**src/rtl/pb_conditioner.sv**
```systemverilog
// Multi-channel pushbutton front end: synchronizer, debouncer and edge / auto-repeat
// pulse generator feeding the alarm-clock FSM key inputs.
module pb_conditioner #(
    parameter int   N_CH            = 4,
    parameter int   SYNC_STAGES     = 2,
    parameter int   DEBOUNCE_CYCLES = 4,
    parameter int   REPEAT_DELAY    = 16,
    parameter int   REPEAT_PERIOD   = 4,
    parameter logic IDLE_LVL        = 1'b1
) (
    input  logic            clk,
    input  logic            rst,
    input  logic [N_CH-1:0] sig,
    input  logic [1:0]      mode,
    output logic [N_CH-1:0] stable,
    output logic [N_CH-1:0] pulse,
    output logic [N_CH-1:0] held
);

    localparam int DB_W    = $clog2(DEBOUNCE_CYCLES + 1);
    localparam int RPT_MAX = (REPEAT_DELAY > REPEAT_PERIOD) ? REPEAT_DELAY : REPEAT_PERIOD;
    localparam int RPT_W   = (RPT_MAX > 1) ? $clog2(RPT_MAX) : 1;

    localparam logic [DB_W-1:0]  DB_LAST     = DB_W'(DEBOUNCE_CYCLES - 1);
    localparam logic [RPT_W-1:0] DELAY_LAST  = RPT_W'(REPEAT_DELAY - 1);
    localparam logic [RPT_W-1:0] PERIOD_LAST = RPT_W'(REPEAT_PERIOD - 1);

    typedef enum logic [1:0] {
        RPT_IDLE,
        RPT_DELAY,
        RPT_REPEAT
    } rpt_state_t;

    logic [SYNC_STAGES-1:0] sync_q    [N_CH];
    logic [DB_W-1:0]        db_cnt    [N_CH];
    logic [RPT_W-1:0]       rpt_cnt   [N_CH];
    rpt_state_t             rpt_state [N_CH];

    logic [N_CH-1:0] s_lvl;
    logic [N_CH-1:0] toggle;
    logic [N_CH-1:0] press_evt;
    logic [N_CH-1:0] rel_evt;
    logic [N_CH-1:0] edge_evt;
    logic [N_CH-1:0] rpt_fire;

    // Events that will take effect at the coming edge; release suppresses any repeat pulse.
    always_comb begin
        s_lvl     = '0;
        toggle    = '0;
        press_evt = '0;
        rel_evt   = '0;
        edge_evt  = '0;
        rpt_fire  = '0;
        for (int i = 0; i < N_CH; i++) begin
            s_lvl[i]     = sync_q[i][SYNC_STAGES-1];
            toggle[i]    = (s_lvl[i] != stable[i]) && (db_cnt[i] == DB_LAST);
            press_evt[i] = toggle[i] && (stable[i] == IDLE_LVL);
            rel_evt[i]   = toggle[i] && (stable[i] != IDLE_LVL);
            case (mode)
                2'b00:   edge_evt[i] = toggle[i] && !stable[i];
                2'b01:   edge_evt[i] = toggle[i] && stable[i];
                2'b10:   edge_evt[i] = toggle[i];
                default: edge_evt[i] = press_evt[i];
            endcase
            rpt_fire[i] = (mode == 2'b11) && !rel_evt[i] &&
                          (((rpt_state[i] == RPT_DELAY)  && (rpt_cnt[i] == DELAY_LAST)) ||
                           ((rpt_state[i] == RPT_REPEAT) && (rpt_cnt[i] == PERIOD_LAST)));
        end
    end

    always_ff @(posedge clk) begin
        if (rst) begin
            for (int i = 0; i < N_CH; i++) begin
                sync_q[i]    <= {SYNC_STAGES{IDLE_LVL}};
                db_cnt[i]    <= '0;
                rpt_cnt[i]   <= '0;
                rpt_state[i] <= RPT_IDLE;
            end
            stable <= {N_CH{IDLE_LVL}};
            pulse  <= '0;
            held   <= '0;
        end else begin
            pulse <= edge_evt | rpt_fire;
            for (int i = 0; i < N_CH; i++) begin
                sync_q[i] <= {sync_q[i][SYNC_STAGES-2:0], sig[i]};

                if (s_lvl[i] == stable[i]) begin
                    db_cnt[i] <= '0;
                end else if (toggle[i]) begin
                    stable[i] <= ~stable[i];
                    db_cnt[i] <= '0;
                end else begin
                    db_cnt[i] <= db_cnt[i] + 1'b1;
                end

                // Leaving auto-repeat mode or releasing the key abandons any repeat in flight.
                if ((mode != 2'b11) || rel_evt[i]) begin
                    rpt_state[i] <= RPT_IDLE;
                    rpt_cnt[i]   <= '0;
                    held[i]      <= 1'b0;
                end else begin
                    case (rpt_state[i])
                        RPT_IDLE: begin
                            held[i] <= 1'b0;
                            if (press_evt[i]) begin
                                rpt_state[i] <= RPT_DELAY;
                                rpt_cnt[i]   <= '0;
                            end
                        end
                        RPT_DELAY: begin
                            if (rpt_cnt[i] == DELAY_LAST) begin
                                rpt_state[i] <= RPT_REPEAT;
                                rpt_cnt[i]   <= '0;
                                held[i]      <= 1'b1;
                            end else begin
                                rpt_cnt[i] <= rpt_cnt[i] + 1'b1;
                            end
                        end
                        RPT_REPEAT: begin
                            held[i] <= 1'b1;
                            if (rpt_cnt[i] == PERIOD_LAST) begin
                                rpt_cnt[i] <= '0;
                            end else begin
                                rpt_cnt[i] <= rpt_cnt[i] + 1'b1;
                            end
                        end
                        default: begin
                            rpt_state[i] <= RPT_IDLE;
                            rpt_cnt[i]   <= '0;
                            held[i]      <= 1'b0;
                        end
                    endcase
                end
            end
        end
    end

endmodule

```
**config.mk**
```make
export PLATFORM = sky130hd
export DESIGN_NAME = pb_conditioner
export DESIGN_NICKNAME = d
export VERILOG_FILES = /design/src/rtl/pb_conditioner.sv
export SDC_FILE = /design/constraint.sdc
export NUM_CORES = 1
export LEC_CHECK = 0
export CAP_MARGIN = 25
export CORE_MARGIN = 5
export CORE_UTILIZATION = 48
export CTS_CLUSTER_DIAMETER = 150
export DETAILED_ROUTE_END_ITERATION = 6
export PLACE_DENSITY = 0.68
export SYNTH_ARGS = -nofsm -noshare
export SYNTH_HDL_FRONTEND = slang
export SYNTH_SLANG_ARGS = --single-unit
```
**constraint.sdc**
```tcl
create_clock -name clk -period 2.3 [get_ports clk]
set_input_delay 0.46 -clock clk [delete_from_list [all_inputs] [get_ports clk]]
set_output_delay 0.46 -clock clk [all_outputs]
set_load 0.05 [all_outputs]
```
# Yosys cells after proc, flatten, opt, wreduce, memory -nomap -nowiden
# Memory sizes are Yosys's and may differ from the RTL's.
# Index checks and enable logic that the tools add are counted.
# word_totals
register_bits	12
ramBits	44
output_inout_bits	12
n_memories	4
# memory_table
memory	depth	word_bits	rd	rd_ports_with_merged_regs	wr	line	source
rpt_cnt	4	4	4	0	4	36	logic [RPT_W-1:0] rpt_cnt [N_CH];
db_cnt	4	3	4	0	4	35	logic [DB_W-1:0] db_cnt [N_CH];
rpt_state	4	2	4	0	4	37	rpt_state_t rpt_state [N_CH];
sync_q	4	2	4	0	4	34	logic [SYNC_STAGES-1:0] sync_q [N_CH];
# op_classes
add_sub_neg	8
n_eq_ne	35
n_mux	247
bitwise	69
reduce_logical	65
# ops
cell	n
$mux W1	179
$mux W4	28
$or A1 B1 Y1	60
$mux W2	20
$mux W3	12
$logic_and A1 B1 Y1	32
$add A4 B1 Y4 const B	4
$eq A4 B2 Y1 const B	4
$eq A4 B4 Y1 const B	4
$pmux W1 S2	8
$add A3 B1 Y3 const B	4
$eq A2 B2 Y1 const B	6
$eq A3 B2 Y1 const B	4
$reduce_or A3 Y1	4
$logic_not A2 Y1	5
$eq A2 B1 Y1 const B	4
$logic_not A1 Y1	8
$logic_or A1 B1 Y1	8
$ne A2 B1 Y1 const B	4
$not A1 Y1	8
$reduce_and A2 Y1	4
$reduce_or A2 Y1	4
$eq A1 B1 Y1	4
$ne A1 B1 Y1	4
other kinds (2)	2

# Depth between registers and ports, before layout
# logic_depth
ltp_word	14
ltp_mapped	6
mapped_depth_nobuf	6

# Worst setup path after synthesis
# OpenSTA, ideal clock, no wires.
# synth_timing
kind	register to register
startpoint	memory db_cnt[0][0] (netlist bit)
endpoint	memory rpt_cnt[0][0] (netlist bit) (enable)
setup_ns	0.271
arrival_time_ns	1.843
t_required_ns	2.029
slack_ns	0.186
path_stages_with_launch	7
n_path_buf	0
path_cell_list	edfxtp_1 ha_1 ha_1 and3b_1 or4_4 nand3b_1 nand2b_1
# synth_lines
element	line
from (decl)	35
to (decl)	36

==> impl_metrics.ini <==
[power]
p_total_mw = 1.809
peakVddDrop_uv = 356.6
p_per_area_mw_per_mm2 = 535.8
p_leak_nw = 1.323

[grt]
grt_pass1_vias = 1876
grt_max_degree = 22
grtUsageTotal_pct = 13.63
globalRouteMet1Util_pct = 18.41
antenna_found_initial = 0
grt_pass1_wl_um = 8266
grt_use_met3_pct = 2.352
grt_most_used_layer = met2
use_met2_pct = 21.99
globalRouteOverflowTotal = 0

[final_layout]
nNetsFinal = 357
drive_gt1_share_pct = 7.453
syn2layout_area_growth_pct = 15.65
final_util_pct = 57.02
num_antenna_cells = 0
seqCellArea_sq_mm = 0.001481
stdcell_area_sq_mm = 0.003376
multiInputGateArea_sq_mm = 0.001380
nFillCells = 539
stdcell_count = 397

[synthesis]
post-synth-top-area-fraction_pct = 37.03
synth_area_sq_mm = 0.002919
synth_most_common_cell = edfxtp_1
synth_xor_area_share_pct = 2.700
synth_seq_area_share_pct = 50.75
synthSimpleGateAreaFrac_pct = 23.02
synthTopCellsByCount = 36 x edfxtp_1, 33 x nor2_1, 28 x ha_1
synth_top_flop_cell = edfxtp_1
ys_types = 36
synth_compound_area_share_pct = 7.330
synthAdderAreaFrac_pct = 12.00
synth_warnings = 0
synth_top_family_by_area = simple AND/OR/NAND/NOR gates
async_flop_share_pct = 0
avgSynthCellArea_sq_um = 10.46
synth_top_area_cell = edfxtp_1
synth-seq-cells = 56
synth_area_leaders = edfxtp_1 37%, dfxtp_1 14%, ha_1 12%, nor2_1 4.2%, a211o_1 3.0%
synth-edff-count = 36
netlist_instances = 279
synthMuxAreaShare_pct = 0.6858

[routing]
ant_nets = 0
wire_per_inst_um = 12.31
vias = 2029
drt_first_pass_iters = 4
wl_um = 4887
route.detailed.drc = 0
drtIter0Drc = 48
viasPerCell = 5.111

[sta]
min_period_ns = 2.132
hold_violations = 0
hold_ws_ns = 0.4142
period_share_pct = 92.69
worst_clock_skew_ns = 0.001747
slew_headroom_pct = 66.59
worstMarginPinSlew_ns = 0.4997
setup_viol = 0
tns_ns = 0
fmax_ghz = 0.4691
rsz0062_at_grt = no
maxSlewViolCount = 0
setup_slack_ns = 0.1681

[floorplan]
io_pins = 20
die_w_um = 87.99
start_util_pct = 49.30
die_y_um = 87.99
row_count = 28
core_sq_mm = 0.005921
die-area_sq_mm = 0.007741

[clocking]
clk_latency_ns = 0.30
cts_tree = built
clock-root-buffer = clkbuf_8
cts-buffers-inserted = 5
h-tree-depth = 2
path_clk_slew_ns = 0.09
hold_buffers = 0
post-cts-setup-buffers = 0
cts-resized-gates = 0
numClockSinks = 56
cts_buffer_depth = 2

[hold_path]
hp-class = reg -> reg

[critical_path]
cp_max_fo = 4
worstPathRequired_ns = 2.33
criticalPathCategory = reg -> reg
startpoint_type = flip-flop
crit_arrival_ns = 2.16
end_kind = flip-flop

[placement]
dp_cells = 389
dp_hpwl_um = 3756
port_buffers = 19
placed_area_sq_mm = 0.003296
dp_slack_ns = 0.03578
gp_congestion = 0.7860

[flow_run]
maxCapViolCount = 0

[run_status]
outcome = finished, final reports clean
routing by layer:
metal	wire, um	vias to the layer above
li1	-	1062
met1	2449	931
met2	2221	30
met3	157	6
met4	59	0
met5	0	-
final cells by class:
class                   instances  share of cell area [%]
flip-flops and latches         56                   43.88
repair buffers                 28                   7.635
inverters                      22                   2.446
multi-input cells             208                   40.88
clock inverters                 1                  0.1112
clock buffers                   7                   2.261
well taps                      75                   2.780
state kept, by name, summed over array words and instances (netlist names):
register and flops:
held 4, rpt_state 8, stable 4, db_cnt 12
rpt_cnt 16, sync_q 8, pulse 4
layout by cell type (no fill, tap or decap), types with 2 or more instances in the layout:
cell type / count
nor2_1: 33
nand2b_1: 7
nand4b_1: 2
xor2_1: 4
a31oi_1: 5
or2_2: 8
xnor2_1: 5
and2_1: 2
clkdlybuf4s50_1: 19
conb_1: 12
mux2i_1: 2
clkbuf_1: 2
ha_1: 28
o21ai_0: 6
a21oi_1: 5
dfxtp_1: 20
clkbuf_8: 5
buf_4: 9
nand2_1: 15
o22ai_1: 3
and3_1: 2
nand3b_1: 5
nor3b_1: 10
edfxtp_1: 36
nor2b_1: 6
nor3_1: 9
nand4_1: 4
and3b_1: 2
inv_1: 22
nand3_1: 15
or3_1: 2
a211o_1: 10
path summary, 6_finish.rpt:
path | cells after the start | to | slack (ns) | from
setup / recovery | 6 | rpt_cnt[0][2] | 0.17 | db_cnt[0][0]
hold / removal | 1 | sync_q[0][1] | 0.41 | sync_q[0][0]
setup reg to reg | 6 | rpt_cnt[0][2] | 0.17 | db_cnt[0][0]
hold reg to reg | 1 | sync_q[0][1] | 0.41 | sync_q[0][0]
worst max-delay path, stage by stage (launching register included):
cell and delay (ns):
edfxtp_1 0.41, ha_1 0.22, ha_1 0.20, and3b_1 0.20
or4_4 0.42, nand3b_1 0.19, nand2b_1 0.23
cell families (layout without fill, tap and decap cells):
group,after synthesis,after routing
xor gates and xnor gates,9,9
other,1,12
muxes,2,2
and+or+nand+nor,125,125
DFF,56,56
adders and majority gates,28,28
AOI/OAI and AO/OA,32,32
buffers and inverters,26,58
where the power goes:
part,total (mW),leakage (nW),switching [mW],internal (mW)
Combinational,0.170,0.714,0.0940,0.0763
Clock,0.503,0.0399,0.290,0.213
Sequential,1.14,0.570,0.0304,1.10
Power figures use the tool's default switching activity.
==> patch (config.mk and constraints unchanged) <==
The output `pulse` loses its register stage (`pulse` becomes a continuous assignment).
--- a/src/rtl/pb_conditioner.sv
+++ b/src/rtl/pb_conditioner.sv
@@ -77,10 +77,8 @@
                 rpt_state[i] <= RPT_IDLE;
             end
             stable <= {N_CH{IDLE_LVL}};
-            pulse  <= '0;
             held   <= '0;
         end else begin
-            pulse <= edge_evt | rpt_fire;
             for (int i = 0; i < N_CH; i++) begin
                 sync_q[i] <= {sync_q[i][SYNC_STAGES-2:0], sig[i]};
 
@@ -135,5 +133,7 @@
         end
     end
 
+    assign pulse = edge_evt | rpt_fire;
+
 endmodule
 
Behaviour: not the same (a bounded check fails within 10 cycles, from zero or initial values and one cycle with rst high).
==> patch against the original RTL <==
Critical path depth unchanged; die area increased by 0.64%; combinational power increased by 14%; synthesized area increased by 0.73%; hold slack improved by 2.3 ps; sequential cell count decreased by 4; sequential power decreased by 6%; wire length increased by 7.1%; first-iteration DRC count increased by 38%; design area increased by 4.7%; total power decreased by 2.5%; non-clock buffer count increased by 9; setup slack got worse by 71 ps; clock skew increased by 15 ps; critical path type is now reg -> out; critical endpoint is now pulse[0]; largest cell class is now multi-input gates.
==> patch: results <==
outcome:
  status: "finished clean"
drt:
  drtIter0Drc: 66
  viasPerCell: 5.288
  wire_per_inst_um: 13.32
grt:
  first_global_vias: 2054
  grt_use_met3: 0.03259
  track_usage: 0.1472
  grt_first_pass_wirelength_mm: 9.039
  use_met2: 0.2420
  grt_antenna_before_repair: 0
  grt_max_degree: 16
final_layout:
  fill_cells: 532
  top_regs: "rpt_cnt x16, db_cnt x12"
  nNetsFinal: 353
  drive_gt1_frac: 0.1918
worst_setup_path:
  slowest_stage: "edfxtp_1"
  reg2reg_slack_ps: 320
  cp_max_fo: 2
  worst_ep_arrival_time_ps: 1740
  critPathMaxStageDelay_ps: 400
  crit_family: "flip-flops"
  timing.rr.end: "rpt_cnt[2][0]"
  reg2reg_from: "db_cnt[2][0]"
worst_hold_path:
  hold_path_startpoint: "sync_q[1][0]"
  min_to: "sync_q[1][1]"
place:
  dp_hpwl_mm: 4.044
  place_ws_ps: -13.23
  routabilityCongestion: 0.7797
power:
  swShare: 0.2391
  ir_drop_v: 0.0003215
  leakage_nw: 1.358
synth:
  ys_seq_area_frac: 0.4766
  synth_common_cells: "edfxtp_1, ha_1, nor2_1, inv_1, dfxtp_1"
  synth-compound-area-share: 0.08894
  ys_top_cells_by_area: "edfxtp_1, ha_1, dfxtp_1"
  synthAdderAreaFrac: 0.1191
  synth.area.mux_share: 0
  synth_xor_xnor_area_share: 0.02383
  synthDistinctLibCells: 41
sta:
  skew_ps: 17.14
  tightest_slew_ps: 497.9
patch: cell type report:
class                           count  area [um^2]  share of cell area
Multi-Input combinational cell    204         1529              0.4326
Timing Repair Buffer               37        365.4              0.1034
Clock buffer                        7        76.32             0.02159
Inverter                           17        63.81             0.01805
Clock inverter                      1        5.005            0.001416
Sequential cell                    52         1401              0.3965
Tap cell                           75        93.84             0.02655
patch: cells by family (layout without fill, tap and decap cells):
family	Yosys count	in the layout
buffers and inverters	24	62
and+or+nand+nor	122	122
AOI/OAI and AO/OA	34	34
other	1	12
xor gates and xnor gates	8	8
DFF	52	52
adders and majority gates	28	28
patch: how the worst max path moves through the flow:
| stage | slack, ps | start | depth (start not counted) | endpoint |
|---|---|---|---|---|
| floorplan | 4 | db_cnt[1][0] | 5 | pulse[1] |
| detailed placement | -10 | mode[0] | 6 | pulse[1] |
| CTS | 10 | db_cnt[2][0] | 6 | pulse[2] |
| global route | -4 | db_cnt[0][0] | 6 | pulse[0] |
| global placement | -10 | mode[0] | 6 | pulse[1] |
| finish | 100 | db_cnt[0][0] | 6 | pulse[0] |
patch: power by group through the flow:
stage | Clock (mW) | Combinational [mW] | Sequential [mW]
after floorplan | 0 | 0.120 | 1.09
after CTS | 0.517 | 0.190 | 1.07
final | 0.504 | 0.193 | 1.07
after detailed placement | 0 | 0.187 | 1.09
after global placement | 0 | 0.182 | 1.09
after global routing | 0.560 | 0.218 | 1.07
patch: stage by stage:
stage                     cell area [um^2]  cells  hold slack (ps)
final                                 3535    393            416.5
after detailed placement              3366    379            398.3
after global placement                3366    379            391.5
after CTS                             3475    388            418.8
after floorplan                       2994    280            389.5
after global routing                  3535    393            432.2
patch: metal layers:
layer / vias up / share of wire / routed length, um
li1: 1074 / - / -
met1: 978 / 0.50 / 2630
met2: 21 / 0.45 / 2380
met3: 5 / 0.032 / 168
met4: 0 / 0.011 / 55
met5: - / 0 / 0
patch: what timing repair did:
item | 4_1_cts | 5_1_grt
endpoints found under the setup margin | 4 | 4
pin swaps | 3 | 4
buffers inserted | 1 | 5
resized for setup | 5 | 5
